`src/rtl/pc_fetch_ctrl.sv`:
```
// pc_fetch_ctrl
//   Owns the architectural PC and the instruction-fetch handshake of the
//   multi-cycle CPU. It fetches the word at pc into the instruction register,
//   then holds it until the main control FSM commits the next PC. The next PC
//   is pc+4, the branch target, the jump target or the jr target.
//
//   Build option: define PC_ALIGN_CHECK_EN to trap misaligned next-PC targets.
//   With the trap, the PC is redirected to EXC_PC, epc captures the bad target
//   and pc_exc pulses for one cycle. Without it, target bits [1:0] are cleared
//   and pc_exc/epc read as zero.
//
//   state  | meaning
//   -------+-----------------------------------------------------------
//   FETCH  | if_req high; waiting for if_ack to latch if_rdata into ir
//   EXEC   | ir valid and held; waiting for pc_wr to commit the next PC

module pc_fetch_ctrl #(
   parameter logic [31:0] RESET_PC = 32'h0000_3000,
   parameter logic [31:0] EXC_PC   = 32'h0000_4180
) (
   input  logic        clk,
   input  logic        reset,
   input  logic        pc_wr,
   input  logic [1:0]  npc_sel,
   input  logic        br_taken,
   input  logic [31:0] bpc,
   input  logic [31:0] jpc,
   input  logic [31:0] jrpc,
   output logic        if_req,
   output logic [31:0] if_addr,
   input  logic        if_ack,
   input  logic [31:0] if_rdata,
   output logic [31:0] pc,
   output logic [31:0] pc4,
   output logic [31:0] ir,
   output logic        ir_valid,
   output logic        pc_exc,
   output logic [31:0] epc
);

   typedef enum logic {
      S_FETCH = 1'b0,
      S_EXEC  = 1'b1
   } state_t;

   localparam logic [1:0] SEL_PC4 = 2'b00;
   localparam logic [1:0] SEL_BR  = 2'b01;
   localparam logic [1:0] SEL_J   = 2'b10;
   localparam logic [1:0] SEL_JR  = 2'b11;

   state_t      state, state_nxt;
   logic [31:0] pc_q, pc_d;
   logic [31:0] ir_q, ir_d;
   logic [31:0] npc_raw;

   // Combinational pc+4 and the raw next-PC target before any alignment handling.
   always_comb begin
      pc4     = pc_q + 32'd4;
      npc_raw = pc4;
      unique case (npc_sel)
         SEL_PC4: npc_raw = pc4;
         SEL_BR:  npc_raw = br_taken ? bpc : pc4;
         SEL_J:   npc_raw = jpc;
         SEL_JR:  npc_raw = jrpc;
         default: npc_raw = pc4;
      endcase
   end

`ifdef PC_ALIGN_CHECK_EN
   logic        exc_q, exc_d;
   logic [31:0] epc_q, epc_d;
   logic        npc_misaligned;

   assign npc_misaligned = (npc_raw[1:0] != 2'b00);

   // Next-state and datapath update; a misaligned commit redirects to EXC_PC.
   always_comb begin
      state_nxt = state;
      pc_d      = pc_q;
      ir_d      = ir_q;
      exc_d     = 1'b0;
      epc_d     = epc_q;
      unique case (state)
         S_FETCH: begin
            if (if_ack) begin
               ir_d      = if_rdata;
               state_nxt = S_EXEC;
            end
         end
         S_EXEC: begin
            if (pc_wr) begin
               state_nxt = S_FETCH;
               if (npc_misaligned) begin
                  pc_d  = EXC_PC;
                  epc_d = npc_raw;
                  exc_d = 1'b1;
               end else begin
                  pc_d = npc_raw;
               end
            end
         end
         default: state_nxt = S_FETCH;
      endcase
   end

   // Exception pulse and captured target; epc holds until the next trap.
   always_ff @(posedge clk or posedge reset) begin
      if (reset) begin
         exc_q <= 1'b0;
         epc_q <= 32'h0;
      end else begin
         exc_q <= exc_d;
         epc_q <= epc_d;
      end
   end

   assign pc_exc = exc_q;
   assign epc    = epc_q;
`else
   logic unused_align;

   // Without the trap the low target bits are simply dropped.
   assign unused_align = ^{EXC_PC, npc_raw[1:0]};

   // Next-state and datapath update with word-aligned next PC.
   always_comb begin
      state_nxt = state;
      pc_d      = pc_q;
      ir_d      = ir_q;
      unique case (state)
         S_FETCH: begin
            if (if_ack) begin
               ir_d      = if_rdata;
               state_nxt = S_EXEC;
            end
         end
         S_EXEC: begin
            if (pc_wr) begin
               state_nxt = S_FETCH;
               pc_d      = {npc_raw[31:2], 2'b00};
            end
         end
         default: state_nxt = S_FETCH;
      endcase
   end

   assign pc_exc = 1'b0;
   assign epc    = 32'h0;
`endif

   // State, PC and instruction register; reset returns to a fresh fetch at RESET_PC.
   always_ff @(posedge clk or posedge reset) begin
      if (reset) begin
         state <= S_FETCH;
         pc_q  <= RESET_PC;
         ir_q  <= 32'h0;
      end else begin
         state <= state_nxt;
         pc_q  <= pc_d;
         ir_q  <= ir_d;
      end
   end

   assign pc       = pc_q;
   assign if_addr  = pc_q;
   assign ir       = ir_q;
   assign ir_valid = (state == S_EXEC);
   assign if_req   = (state == S_FETCH) & ~reset;

endmodule

```
`config.mk`:
```
export PLATFORM = sky130hd
export DESIGN_NAME = pc_fetch_ctrl
export DESIGN_NICKNAME = d
export VERILOG_FILES = /design/src/rtl/pc_fetch_ctrl.sv
export SDC_FILE = /design/constraint.sdc
export NUM_CORES = 1
export LEC_CHECK = 0
export CAP_MARGIN = 25
export CORE_AREA = 4 4 113 115
export DETAILED_ROUTE_END_ITERATION = 8
export DIE_AREA = 0 0 117 119
export DONT_BUFFER_PORTS = 1
export PLACE_DENSITY = 0.67
export SYNTH_ARGS = -nofsm -noshare
export SYNTH_HDL_FRONTEND = slang
export SYNTH_SLANG_ARGS = --single-unit
```
`constraint.sdc`:
```
create_clock -name clk -period 7 [get_ports clk]
set_input_delay 1.4 -clock clk [delete_from_list [all_inputs] [get_ports clk]]
set_output_delay 1.4 -clock clk [all_outputs]
set_load 0.02 [all_outputs]
```
==> metrics.txt <==
number of flops mapped to enable cells by yosys 0; Cells after Synth 556; FP Rows 40; Remaining DRCs 0; nets 640; synth warn 0; die height 119 um; CP Data Arrival Time 3090 ps; Slew Limit Fails 0; GP Congestion 0.782; max-cap violations 0; Starting Density 41.3%; critical path peak fanout 7; RSZ-0062 raised after global routing no; FMAX 223 MHz; Slew headroom 42.5%; sum of negative setup slack 0 ps; worst reg2reg path startpoint if_addr[3]; Synth Register Bits 63; Tmin final 4490 ps; Final Hold Viols 0; vias in the first global route 4006; part of the Yosys area used for sequential elements 32.3%; CP required 5600 ps; largest net degree at the start of global routing 64; Vias/cell 6.19; global-route wire length before repair 22300 um; Pleak 1.99 nW; total number of vias 4064; TritonCTS clock tree yes; run status finished clean; post-synth cell types 63; Cell Area, Synth 4880 sq um; clk sinks 63; CTS root buf clkbuf_16; H-tree Lvls 3; top post-synthesis cells by area dfrtp_1 31%, buf_4 11%, mux2_2 9.0%; Async SR Flop Fraction 100%; pin slew with the least headroom to its limit 861 ps; later-pin clock latency in the skew report 330 ps; worst hold path type reg -> reg; Post-DP HPWL 10900 um; CP Launch Point if_addr[3]; Fillers 1196; Inserted Clock Buffers 9; Clock transition at path regs 60 ps; CTS resizes 0; most common cell after layout, fill and taps aside dfrtp_1; number of routed nets with antenna violations 0; GR Overflow Total 0; P&R area growth vs syn -0.179%; final WL 15200 um; antenna violations before repair 0; peak supply drop 0.000129 V; area leader, netlist dfrtp_1; # hold bufs at CTS 0; top-area cell type share of the netlist area 31.3%; Die W 117 um; initial DRC count 309; Min-Delay Startpoint ir[23]; Power Total 1.63 mW; Initial DRT Pass Iterations 5; layout cell share with drive strength beyond 1 15.9%; overall routing resource usage 20.6%; Mapped Avg Cell Area 8.78 sq um; Ports 298; Post CTS Setup Buffer Count 0; CP endpoint kind output pin; # setup viols final 0; CP startpoint kind register; critical path class reg -> out; core box area 11800 sq um; pwr dens 334 nW/um^2; full die area 13900 sq um; Clock Skew 6.32 ps; Tcrit/Tclk final 64.1%; Clock Tree Buf Depth 2; most frequent cells in the layout 61 x dfrtp_1, 39 x o21ai_0, 39 x mux2_2, 39 x conb_1, 35 x nor2_1; post-DR wirelength/cell 23.1 um; IO buf count 0; prevailing post-synth register cell dfrtp_1
[sequential cells by signal (all words and copies together), names as in the netlist]
signal,cells
ir,32
if_addr,30
ir_valid,1
[worst max-delay path: stages (launching register included)]
cell	delay, ps
dfrtp_1	750
ha_1	380
nand4_1	270
nor4_1	390
buf_4	220
and3_1	270
xor2_1	480
[where the power goes]
part / total [mW] / internal [mW] / switching [mW]
clock network: 0.412 / 0.240 / 0.172
registers: 0.814 / 0.456 / 0.358
logic: 0.400 / 0.151 / 0.249
total: 1.63 / 0.847 / 0.779
[layer usage]
layer	share of wire (%)	global-route usage [%]	wire length, um	vias up
met1	40	25.8	6120	2018
met3	7.4	3.96	1120	17
met2	51	34.8	7710	219
met4	1.4	7.24	210	0
li1	-	-	-	1810
met5	0	0	0	-
[logic make-up after synthesis]
logic type / share of synthesized area, %
xor+xnor: 4.84
fa+ha+maj: 0.256
buf+inv: 14.8
compound gates: 20.2
flops: 32.3
simple gates: 15.0
mux: 12.5
other cells: 0.0768
[stage by stage]
| stage | utilization (%) | area (sq um) | hold slack [ps] | instances | setup WS, ps |
|---|---|---|---|---|---|
| global placement | 38.9 | 4600 | 653 | 640 | 2870 |
| floorplan | - | 5020 | 636 | 594 | 3220 |
| finish | 41.3 | 4870 | 666 | 657 | 2510 |
| detailed placement | 38.9 | 4600 | 659 | 640 | 2850 |
| CTS | 41.2 | 4870 | 672 | 656 | 2490 |
| global route | 41.2 | 4870 | 692 | 656 | 2350 |
[synthesized netlist by cell type (all sizes together), types with 4 or more instances]
cell type / n
mux2: 39
mux2i: 17
clkbuf: 30
nor2b: 4
a31oi: 11
nand4: 10
o21ai: 39
o211ai: 5
inv: 12
buf: 79
and3: 8
nand3: 18
nor3: 12
a211oi: 9
a31o: 5
a22o: 7
a21oi: 28
dfrtp: 61
and4: 6
o41ai: 4
xnor2: 17
xor2: 10
and2: 6
nor2: 35
nand2: 25
a21o: 4
nor4: 4
[layout make-up]
type / count / area (sq um) / area share (%)
multi-input cells: 409 / 2730 / 55.9
flip-flops and latches: 63 / 1580 / 32.4
clock buffers: 9 / 225 / 4.62
well taps: 147 / 184 / 3.77
repair buffers: 8 / 60.1 / 1.23
clock inverters: 7 / 48.8 / 1.00
inverters: 13 / 48.8 / 1.00
diodes: 1 / 2.50 / 0.0513
[worst paths after layout]
path / end / slack (ps) / cells after the start
max: pc4[22] / 2510 / 6
min: ir[23] / 670 / 1
max reg2reg: if_addr[8] / 4120 / 6
min reg2reg: ir[23] / 670 / 1
max in group asynchronous: if_addr[15] / 5250 / 2
min in group asynchronous: ir[8] / 1210 / 2
No activity file was read; power rests on OpenSTA's default activity.
